$ cat config.mk
export PLATFORM = sky130hd
export DESIGN_NAME = period_meter
export DESIGN_NICKNAME = d
export VERILOG_FILES = /design/src/rtl/period_meter_pkg.sv /design/src/rtl/period_meter_edge_sync.sv /design/src/rtl/period_meter.sv
export SDC_FILE = /design/constraint.sdc
export NUM_CORES = 1
export LEC_CHECK = 0
export CAP_MARGIN = 20
export CORE_AREA = 2 2 160 162
export DETAILED_ROUTE_END_ITERATION = 12
export DIE_AREA = 0 0 162 164
export HOLD_SLACK_MARGIN = 0.12
export SETUP_SLACK_MARGIN = 0.1
export SYNTH_ARGS = -nofsm -noshare
export SYNTH_HDL_FRONTEND = slang
export SYNTH_SLANG_ARGS = --single-unit
$ cat constraint.sdc
create_clock -name clk_in -period 2.9 [get_ports clk_in]
set_clock_uncertainty 0.15 [all_clocks]
set_input_delay 0.58 -clock clk_in [delete_from_list [all_inputs] [get_ports clk_in]]
set_output_delay 0.58 -clock clk_in [all_outputs]
set_load 0.01 [all_outputs]
$ cat src/rtl/period_meter_pkg.sv
`default_nettype none
// ============================================================================
// Module      : period_meter_pkg
// Description : Shared types and default constants for the period meter.
// Revision    : 1.0 - initial release
// ============================================================================
package period_meter_pkg;

    // Measurement FSM: waiting for the first edge, or timing full intervals
    typedef enum logic [0:0] {
        IDLE    = 1'b0,
        MEASURE = 1'b1
    } state_t;

    localparam int          DEF_CNT_W       = 32;
    localparam int unsigned DEF_TIMEOUT     = 100_000_000;
    localparam int          DEF_SYNC_STAGES = 2;

endpackage
`default_nettype wire

$ cat src/rtl/period_meter_edge_sync.sv
`default_nettype none
// ============================================================================
// Module      : edge_sync
// Description : Multi-flop synchronizer for an asynchronous level, followed
//               by one delay flop for rising/falling edge detection.
// Revision    : 1.0 - initial release
// ============================================================================
module edge_sync
    import period_meter_pkg::*;
#(
    parameter int SYNC_STAGES = DEF_SYNC_STAGES
) (
    input  logic clk,
    input  logic rst_n,
    input  logic din,
    output logic s,
    output logic rise,
    output logic fall
);

    logic [SYNC_STAGES-1:0] r_sync;
    logic                   r_s_d;

    // Shift the raw input through the synchronizer chain
    always_ff @(posedge clk or negedge rst_n) begin
        if (!rst_n) begin
            r_sync <= '0;
        end else begin
            r_sync <= {r_sync[SYNC_STAGES-2:0], din};
        end
    end

    // One-cycle delayed copy of the synchronized level for edge detection
    always_ff @(posedge clk or negedge rst_n) begin
        if (!rst_n) begin
            r_s_d <= 1'b0;
        end else begin
            r_s_d <= s;
        end
    end

    assign s    = r_sync[SYNC_STAGES-1];
    assign rise = s & ~r_s_d;
    assign fall = ~s & r_s_d;

endmodule
`default_nettype wire

$ cat src/rtl/period_meter.sv
`default_nettype none
// ============================================================================
// Module      : period_meter
// Description : Measures period and high time of a slow asynchronous square
//               wave in clk_in cycles, with loss-of-signal timeout.
// Revision    : 1.0 - initial release
// ============================================================================
module period_meter
    import period_meter_pkg::*;
#(
    parameter int          CNT_W       = DEF_CNT_W,
    parameter int unsigned TIMEOUT     = DEF_TIMEOUT,
    parameter int          SYNC_STAGES = DEF_SYNC_STAGES
) (
    input  logic             clk_in,
    input  logic             reset_n,
    input  logic             sig_in,
    input  logic             clear,
    output logic [CNT_W-1:0] period,
    output logic [CNT_W-1:0] high_time,
    output logic             valid,
    output logic             timeout,
    output logic             locked
);

    localparam logic [CNT_W-1:0] c_timeout = CNT_W'(TIMEOUT);
    localparam logic [CNT_W-1:0] c_one     = CNT_W'(1);

    state_t           r_state;
    state_t           w_next_state;
    logic             w_s;
    logic             w_rise;
    logic             w_fall;
    logic [CNT_W-1:0] r_cnt;
    logic [CNT_W-1:0] r_hcnt;
    logic [CNT_W-1:0] r_hlat;
    logic             w_cnt_at_limit;
    logic             w_timeout_hit;

    edge_sync #(
        .SYNC_STAGES (SYNC_STAGES)
    ) u_edge_sync (
        .clk   (clk_in),
        .rst_n (reset_n),
        .din   (sig_in),
        .s     (w_s),
        .rise  (w_rise),
        .fall  (w_fall)
    );

    // A rise in the limit cycle is a legal interval of exactly TIMEOUT
    assign w_cnt_at_limit = (r_cnt == c_timeout);
    assign w_timeout_hit  = w_cnt_at_limit & ~w_rise;

    // State register
    always_ff @(posedge clk_in or negedge reset_n) begin
        if (!reset_n) begin
            r_state <= IDLE;
        end else begin
            r_state <= w_next_state;
        end
    end

    // Next-state logic: clear dominates, then rise, then timeout
    always_comb begin
        w_next_state = r_state;
        if (clear) begin
            w_next_state = IDLE;
        end else begin
            case (r_state)
                IDLE:    if (w_rise)        w_next_state = MEASURE;
                MEASURE: if (w_timeout_hit) w_next_state = IDLE;
                default:                    w_next_state = IDLE;
            endcase
        end
    end

    // Output decode: locked simply reflects the measuring state
    always_comb begin
        locked = (r_state == MEASURE);
    end

    // Counters, high-time latch and result registers
    always_ff @(posedge clk_in or negedge reset_n) begin
        if (!reset_n) begin
            r_cnt     <= '0;
            r_hcnt    <= '0;
            r_hlat    <= '0;
            period    <= '0;
            high_time <= '0;
            valid     <= 1'b0;
            timeout   <= 1'b0;
        end else if (clear) begin
            r_cnt     <= '0;
            r_hcnt    <= '0;
            r_hlat    <= '0;
            period    <= '0;
            high_time <= '0;
            valid     <= 1'b0;
            timeout   <= 1'b0;
        end else begin
            valid <= 1'b0;
            if (w_rise) begin
                // The rising edge cycle itself is the first counted cycle
                r_cnt   <= c_one;
                r_hcnt  <= c_one;
                timeout <= 1'b0;
                if (r_state == MEASURE) begin
                    period    <= r_cnt;
                    high_time <= r_hlat;
                    valid     <= 1'b1;
                end
            end else if (w_cnt_at_limit) begin
                timeout <= 1'b1;
                r_cnt   <= '0;
            end else begin
                r_cnt <= r_cnt + c_one;
                if (r_state == MEASURE) begin
                    if (w_s) begin
                        r_hcnt <= r_hcnt + c_one;
                    end
                    if (w_fall) begin
                        r_hlat <= r_hcnt;
                    end
                end
            end
        end
    end

endmodule
`default_nettype wire

==> metrics.md, run 1 <==
| Metric | Value |
|---|---|
| Outcome | finished, final reports clean |
| Static Leak | 0.00402 uW |
| # H-tree levels | 4 |
| Worst Setup Slack, final | 0.468 ns |
| Post-DRT Antenna Nets | 0 |
| Number of synthesized flops with an enable pin | 0 |
| Crit Path Class | register to register |
| Global-route wire length before repair | 28800 um |
| Min Tclk post-route | 2.43 ns |
| Post-route setup TNS | 0 ns |
| I/O pin total | 71 |
| Synth Area in Simple Gates | 17.1% |
| CTS max path bufs | 2 |
| Critical Path RT | 3.06 ns |
| Ys flop type | dfrtp_1 |
| Peak supply drop | 373 uV |
| CP startpoint | r_cnt[0]$_DFF_PN0_ |
| Overall Global Routing Usage | 13.6% |
| Flops & latches, synth | 166 |
| Fin area | 9100 um^2 |
| Hold Crit Class | register to register |
| CTS root buffer | clkbuf_16 |
| Cell area after synthesis | 7340 um^2 |
| Initial antenna violation count | 0 |
| Row cnt | 58 |
| Slew @ Worst Pin | 0.604 ns |
| R2R Setup Slk | 0.47 ns |
| Buffers on Ports | 70 |
| Sink Count | 166 |
| Adder-Cell Fraction of Synth Area | 0.511% |
| Worst r2r src | r_cnt[0]$_DFF_PN0_ |
| Core area | 24800 um^2 |
| Largest net degree at the start of global routing | 74 |
| Initial DRC Count | 504 |
| Syn avg cell area | 11.4 um^2 |
| CP arrival | 2.60 ns |
| Final setup fails | 0 |
| Critical Path Fanout Max | 5 |
| Gpl congestion | 0.792 |
| Xor and xnor fraction of the mapped netlist area | 3.70% |
| Initial Util | 29.6% |
| Layout cell share with drive strength beyond 1 | 9.50% |
| Total wire length | 17000 um |
| Reg2Reg Depth | 8 |
| Power Density | 541 nW/um^2 |
| Die area | 26600 um^2 |
| RSZ-0062 raised after global routing | no |
| Dpl hpwl | 11300 um |
| Post-synth top cells | dfrtp_1, nor2_1, a22o_1 |
| Final Non-Filler Cells | 1056 |
| Crit start category | register |
| Largest family of logic cells by synthesized area | simple AND/OR/NAND/NOR gates |
| CTS Buf Count | 17 |
| # diodes | 0 |
| Placed Instance Area | 8460 um^2 |
| Post-synthesis cell count | 643 |
| Nets | 720 |
| Achievable Freq | 411 MHz |
| CTS tree | built |
| Slew Limit Fails | 0 |
| Via-to-Cell Ratio | 4.95 |
| Fill count | 2491 |
| Max Cap Viol | 0 |
| Drt drc | 0 |
| CP Capture Type | register |
| Count leader, synth | dfrtp_1 |
| Clk_lat worst skew | 0.43 ns |
| Final Hold Violating Endpoints | 0 |
| Distinct cells, synth | 54 |
| Compound-gate portion of the synthesized area | 14.1% |
| Max_slew headroom | 59.6% |
| Hold WS | 0.213 ns |
| Overflow left after global routing | 0 |
| Post-synthesis sequential area ratio | 56.6% |
| Clk pin slew, worst setup/hold paths | 0.06 ns |
| Post-synth top area cell | dfrtp_1 |
| Asr flop ratio synth | 100% |
| Top cells by area, synth | dfrtp_1, a22o_1, mux2i_1 |
| Vias in the first global route | 5304 |
| WL per Instance | 16.1 um |
| Ys Warns | 0 |
| DIE WIDTH | 162 um |
| Mux cell area share after synthesis | 4.63% |
| Post-synth top area share | 56.6% |
| Setup crit end | r_hcnt[28]$_DFFE_PN0P_ |
| Placed cell count | 1023 |
| Reg-to-reg endpoint | r_hcnt[28]$_DFFE_PN0P_ |
| Syn_nets | 650 |
| DR vias | 5231 |
| Detailed Routing Iterations Pass 1 | 4 |
| Pre-CTS setup slack | 0.177 ns |
| Area delta synth->final | 23.9% |
| Die height | 164 um |
| Final period utilization | 83.9% |
-- how the worst min path moves through the flow --
stage | start | end | slack [ns] | cells past startpoint
floorplan | reset_n | high_time[0]$_DFFE_PN0P_ | 0.13 | 0
global placement | u_edge_sync.r_sync[0]$_DFF_PN0_ | u_edge_sync.r_sync[1]$_DFF_PN0_ | 0.19 | 0
detailed placement | u_edge_sync.r_sync[0]$_DFF_PN0_ | u_edge_sync.r_sync[1]$_DFF_PN0_ | 0.20 | 0
CTS | u_edge_sync.r_sync[0]$_DFF_PN0_ | u_edge_sync.r_sync[1]$_DFF_PN0_ | 0.22 | 0
global route | u_edge_sync.r_sync[0]$_DFF_PN0_ | u_edge_sync.r_sync[1]$_DFF_PN0_ | 0.22 | 0
finish | u_edge_sync.r_sync[0]$_DFF_PN0_ | u_edge_sync.r_sync[1]$_DFF_PN0_ | 0.21 | 0
-- state kept, by name, summed over array words and instances, names as in the netlist --
name / count
r_cnt: 32
u_edge_sync.r_s_d: 1
r_hcnt: 32
r_hlat: 32
period: 32
high_time: 32
u_edge_sync.r_sync: 2
timeout: 1
valid: 1
locked: 1
-- cells by family (layout without fill, tap and decap cells) --
logic type               count (synthesis)  after routing
flip-flops                             166            166
buffers and inverters                   48            131
multiplexers                            34             34
adder cells (fa/ha/maj)                  3              3
AND/OR/NAND/NOR                        223            223
AO/OA/AOI/OAI                          138            138
XOR/XNOR                                31             31
-- report_power, final --
group          internal, uW  leakage (uW)  switching [uW]
sequential             2320       0.00231            13.6
combinational          47.8       0.00141             128
clock                  1470      0.000303             939
total                  3850       0.00402            1080
-- layout make-up --
cell class | count | area [um^2] | share of cell area, %
repair buffers | 91 | 912 | 10.0
clock inverters | 10 | 169 | 1.86
inverters | 8 | 30.0 | 0.330
multi-input cells | 429 | 2970 | 32.6
well taps | 330 | 413 | 4.54
flip-flops and latches | 166 | 4150 | 45.6
clock buffers | 22 | 454 | 4.99
-- through the flow --
stage          power (uW)  utilization (%)
2_1_floorplan        2460                -
3_3_place_gp         2560             34.1
3_5_place_dp         2560             34.1
4_1_cts              5000             36.6
5_1_grt              5120             36.7
6_report             4930             36.7
-- per-layer routing --
layer / vias to the layer above / global-route usage (%) / wire length (um)
li1: 2536 / - / -
met1: 2595 / 18.9 / 8230
met2: 92 / 21.9 / 8010
met3: 8 / 3.18 / 689
met4: 0 / 2.94 / 74
met5: - / 0 / 0
-- layout by cell type, fill, tap and decap left out, types with 4 or more instances in the layout --
cell type	n
o21ai_0	11
or3_1	10
dfrtp_1	166
nor4_1	5
a22o_1	64
o31ai_1	15
buf_12	4
and4_1	9
nand3_1	22
buf_4	16
nor3_1	4
and3_1	6
xnor2_1	9
mux2i_1	34
nor2_1	78
bufinv_16	4
clkbuf_1	4
or4_1	14
nand4_1	18
a21oi_1	29
nand4_2	4
nand2_1	27
inv_1	8
clkdlybuf4s50_1	69
clkbuf_16	17
xor2_1	22
-- critical path, stage by stage (launching register included) --
cell and delay (ns):
dfrtp_1 0.40, inv_1 0.09, ha_1 0.17, nor4bb_1 0.29, nand4_1 0.28, buf_4 0.25
o311ai_1 0.43, nor4_1 0.08, o21a_1 0.18
-- what timing repair did --
| action | in CTS | in global routing |
|---|---|---|
| hold endpoints to repair | 28 | 0 |
| setup buffers | 0 | 0 |
| hold buffers | 1 | 0 |
| setup endpoints to repair | 0 | 2 |
| resized for setup | 0 | 1 |
Power figures use the tool's default switching activity.
==> run 2: changes to the inputs <==
==> constraint.sdc (replaced) <==
create_clock -name clk_in -period 2.4 [get_ports clk_in]
set_clock_uncertainty 0.15 [all_clocks]
set_input_delay 0.48 -clock clk_in [delete_from_list [all_inputs] [get_ports clk_in]]
set_output_delay 0.48 -clock clk_in [all_outputs]
set_load 0.01 [all_outputs]
==> run 2 against run 1 <==
- total power is 17% higher
- routed wire length is 6.1% higher
- worst setup slack worse by 0.29 ns
- fmax is 9.5% higher
- final cell count is 5.6% higher
- count of clock-buffer cells in the layout is 3 lower
- core utilization is 2.3 points higher
- worst hold slack worse by 0.0062 ns
- critical path type unchanged
- critical endpoint is now r_hlat[8]$_DFFE_PN0P_
- largest power group is now sequential cells
- highest routed layer unchanged
==> metrics.md, run 2 (synthesized netlist as in run 1, its figures left out) <==
| Metric | Value |
|---|---|
| Clk_lat worst skew | 0.43 ns (about the same) |
| Detailed Routing Iterations Pass 1 | 5 (+1) |
| Met1 Usage GRT | 18.7% (-0.23 points) |
| Initial DRC Count | 405 (-20%) |
| Power Density | 593 nW/um^2 (+9.6%) |
| Via-to-Cell Ratio | 4.98 (+0.52%) |
| Placed cell count | 1069 (+4.5%) |
| CTS max path bufs | 2 (unchanged) |
| Largest net degree at the start of global routing | 65 (-12%) |
| Slew @ Worst Pin | 0.533 ns (-0.0713 ns) |
| Layout cell share with drive strength beyond 1 | 17.6% (+8.1 points) |
| Max Cap Viol | 0 (unchanged) |
| GRT met2 Usage | 22.0% (+0.14 points) |
| Overall Global Routing Usage | 13.6% (about the same) |
| Outcome | finished, final reports clean |
| Slowest cell on the critical path | dfrtp_1 |
| Reg area | 4150 um^2 (unchanged) |
| Int Power | 4370 uW (+14%) |
| I/O pin total | 71 (unchanged) |
| Static Leak | 0.00433 uW (+7.7%) |
| Final Hold Violating Endpoints | 0 (unchanged) |
| CP delay by family, top | simple AND/OR/NAND/NOR gates |
| Initial Util | 29.6% (unchanged) |
| Critical Path Fanout Max | 7 (+2) |
| Critical path, cell by cell | inv_1 -> ha_2 -> nor4b_4 -> nand4_2 -> o2111ai_4 -> buf_4 -> clkbuf_16 -> mux2i_1 -> nor2_1 |
| DIE WIDTH | 162 um (unchanged) |
| CP arrival | 2.38 ns (-0.22 ns) |
| Area of the multi-input gates | 3040 um^2 (+2.4%) |
| Crit start category | register |
| RSZ-0062 raised after global routing | no |
| Vias in the first global route | 5433 (+2.4%) |
| Clk pin slew, worst setup/hold paths | 0.07 ns (about the same) |
| Min Tclk post-route | 2.22 ns (-0.211 ns) |
| DR vias | 5552 (+6.1%) |
| Final period utilization | 92.6% (+8.7 points) |
| Hold Crit Class | register to register |
| Fill count | 2406 (-3.4%) |
| Gate power share | 4.7% (+1.1 points) |
| M3 GR Usage | 3.16% (-0.025 points) |
| Pwr Total | 5740 uW (+17%) |
| Most frequent cells in the layout | dfrtp_1, nor2_1, clkdlybuf4s50_1, buf_4, a22o_1 |
| Crit Path Class | register to register |
| Final setup fails | 0 (unchanged) |
| CTS tree | built |
| CP bufs+invs | 3 (+1) |
| Nets | 780 (+8.3%) |
| CTS root buffer | clkbuf_16 |
| Critical Path RT | 2.56 ns (-0.50 ns) |
| Core area | 24800 um^2 (unchanged) |
| # H-tree levels | 4 (unchanged) |
| Dpl hpwl | 12000 um (+6.0%) |
| CTS Buf Count | 17 (unchanged) |
| Buffers on Ports | 70 (unchanged) |
| Gpl congestion | 0.803 (+1.4%) |
| Peak supply drop | 411 uV (+10%) |
| Final Non-Filler Cells | 1115 (+5.6%) |
| Initial antenna violation count | 0 (unchanged) |
| Die height | 164 um (unchanged) |
| Most common cell after layout, fill and taps aside | dfrtp_1 |
| Switch Pwr | 1370 uW (+27%) |
| Drt drc | 0 (unchanged) |
| CP peak stage delay | 0.38 ns (-0.05 ns) |
| Max_slew headroom | 64.5% (+4.9 points) |
| CP Capture Type | register |
| Post-DRT Antenna Nets | 0 (unchanged) |
| Total wire length | 18000 um (+6.1%) |
| Die area | 26600 um^2 (unchanged) |
| Clk pwr share | 46.2% (-2.8 points) |
| Row cnt | 58 (unchanged) |
| WL per Instance | 16.2 um (+0.48%) |
| Slew Limit Fails | 0 (unchanged) |
| Sink Count | 166 (unchanged) |
| Area delta synth->final | 31.8% |
| Hold WS | 0.207 ns (-0.00619 ns) |
| Reg power frac | 49.1% (+1.7 points) |
| Achievable Freq | 450 MHz (+9.5%) |
| Overflow left after global routing | 0 (unchanged) |
| # diodes | 0 (unchanged) |
| Busiest layer in global routing | met2 |
| Global-route wire length before repair | 28900 um (+0.48%) |
| Net Sw Frac | 23.9% (+2.0 points) |
run 2: changes by cell type in the layout (fill, tap and decap cells not counted), sizes merged:
cell	previous run	this run
bufinv	4	1
clkinvlp	0	3
clkinv	4	2
buf	21	78
inv	10	14
run 2: area by class of cell:
class	instances	share of cell area, %
clock buffers	19	4.58
clock inverters	12	1.22
inverters	8	0.310
multi-input cells	429	31.4
flip-flops and latches	166	42.9
well taps	330	4.27
repair buffers	151	15.3
run 2: worst paths after layout:
path                                                  from                         endpoint  slack, ns  cells after the start
max                                     r_cnt[0]$_DFF_PN0_            r_hlat[8]$_DFFE_PN0P_       0.18                      9
min                        u_edge_sync.r_sync[0]$_DFF_PN0_  u_edge_sync.r_sync[1]$_DFF_PN0_       0.21                      0
max reg2reg                             r_cnt[0]$_DFF_PN0_            r_hlat[8]$_DFFE_PN0P_       0.18                      9
min reg2reg                u_edge_sync.r_sync[0]$_DFF_PN0_  u_edge_sync.r_sync[1]$_DFF_PN0_       0.21                      0
max in group asynchronous                          reset_n            r_hlat[0]$_DFFE_PN0P_       1.05                      3
min in group asynchronous                          reset_n           period[21]$_DFFE_PN0P_       0.42                      2
run 2: timing repair:
action	4_1_cts	5_1_grt
resized for setup	1	12
pin swaps	0	7
hold buffers	1	0
cloned	0	3
buffers inserted	0	11
setup endpoints to repair	2	54
endpoints found under the hold margin	44	0
run 2: per-stage QoR:
| step | util (%) | setup TNS [ns] | setup slack, ns | instance area [um^2] |
|---|---|---|---|---|
| CTS | 38.0 | 0 | 0.110 | 9420 |
| floorplan | - | 0 | 0.355 | 7340 |
| global placement | 35.6 | 0 | 0.0448 | 8840 |
| global route | 39.0 | 0 | 0.0663 | 9680 |
| detailed placement | 35.6 | -0.00793 | -0.00611 | 8840 |
| finish | 39.0 | 0 | 0.179 | 9680 |
run 2: worst register-to-register path, delay by kind of cell, from the launching register on:
kind | cells | cell delay (ns)
buf+inv | 3 | 0.41
flops | 1 | 0.38
fa+ha+maj | 1 | 0.19
simple gates | 3 | 0.45
mux | 1 | 0.20
compound gates | 1 | 0.33
run 2: layer usage:
metal / vias up / wire length (um)
li1: 2643 / -
met1: 2799 / 8650
met2: 99 / 8610
met3: 11 / 661
met4: 0 / 125
met5: - / 0
run 2: power groups by stage:
stage / clock [uW] / sequential (uW) / combinational, uW
2_1_floorplan: 0 / 2870 / 103
5_1_grt: 2830 / 2820 / 301
3_5_place_dp: 0 / 2870 / 260
4_1_cts: 2710 / 2820 / 262
6_report: 2660 / 2820 / 271
3_3_place_gp: 0 / 2870 / 258
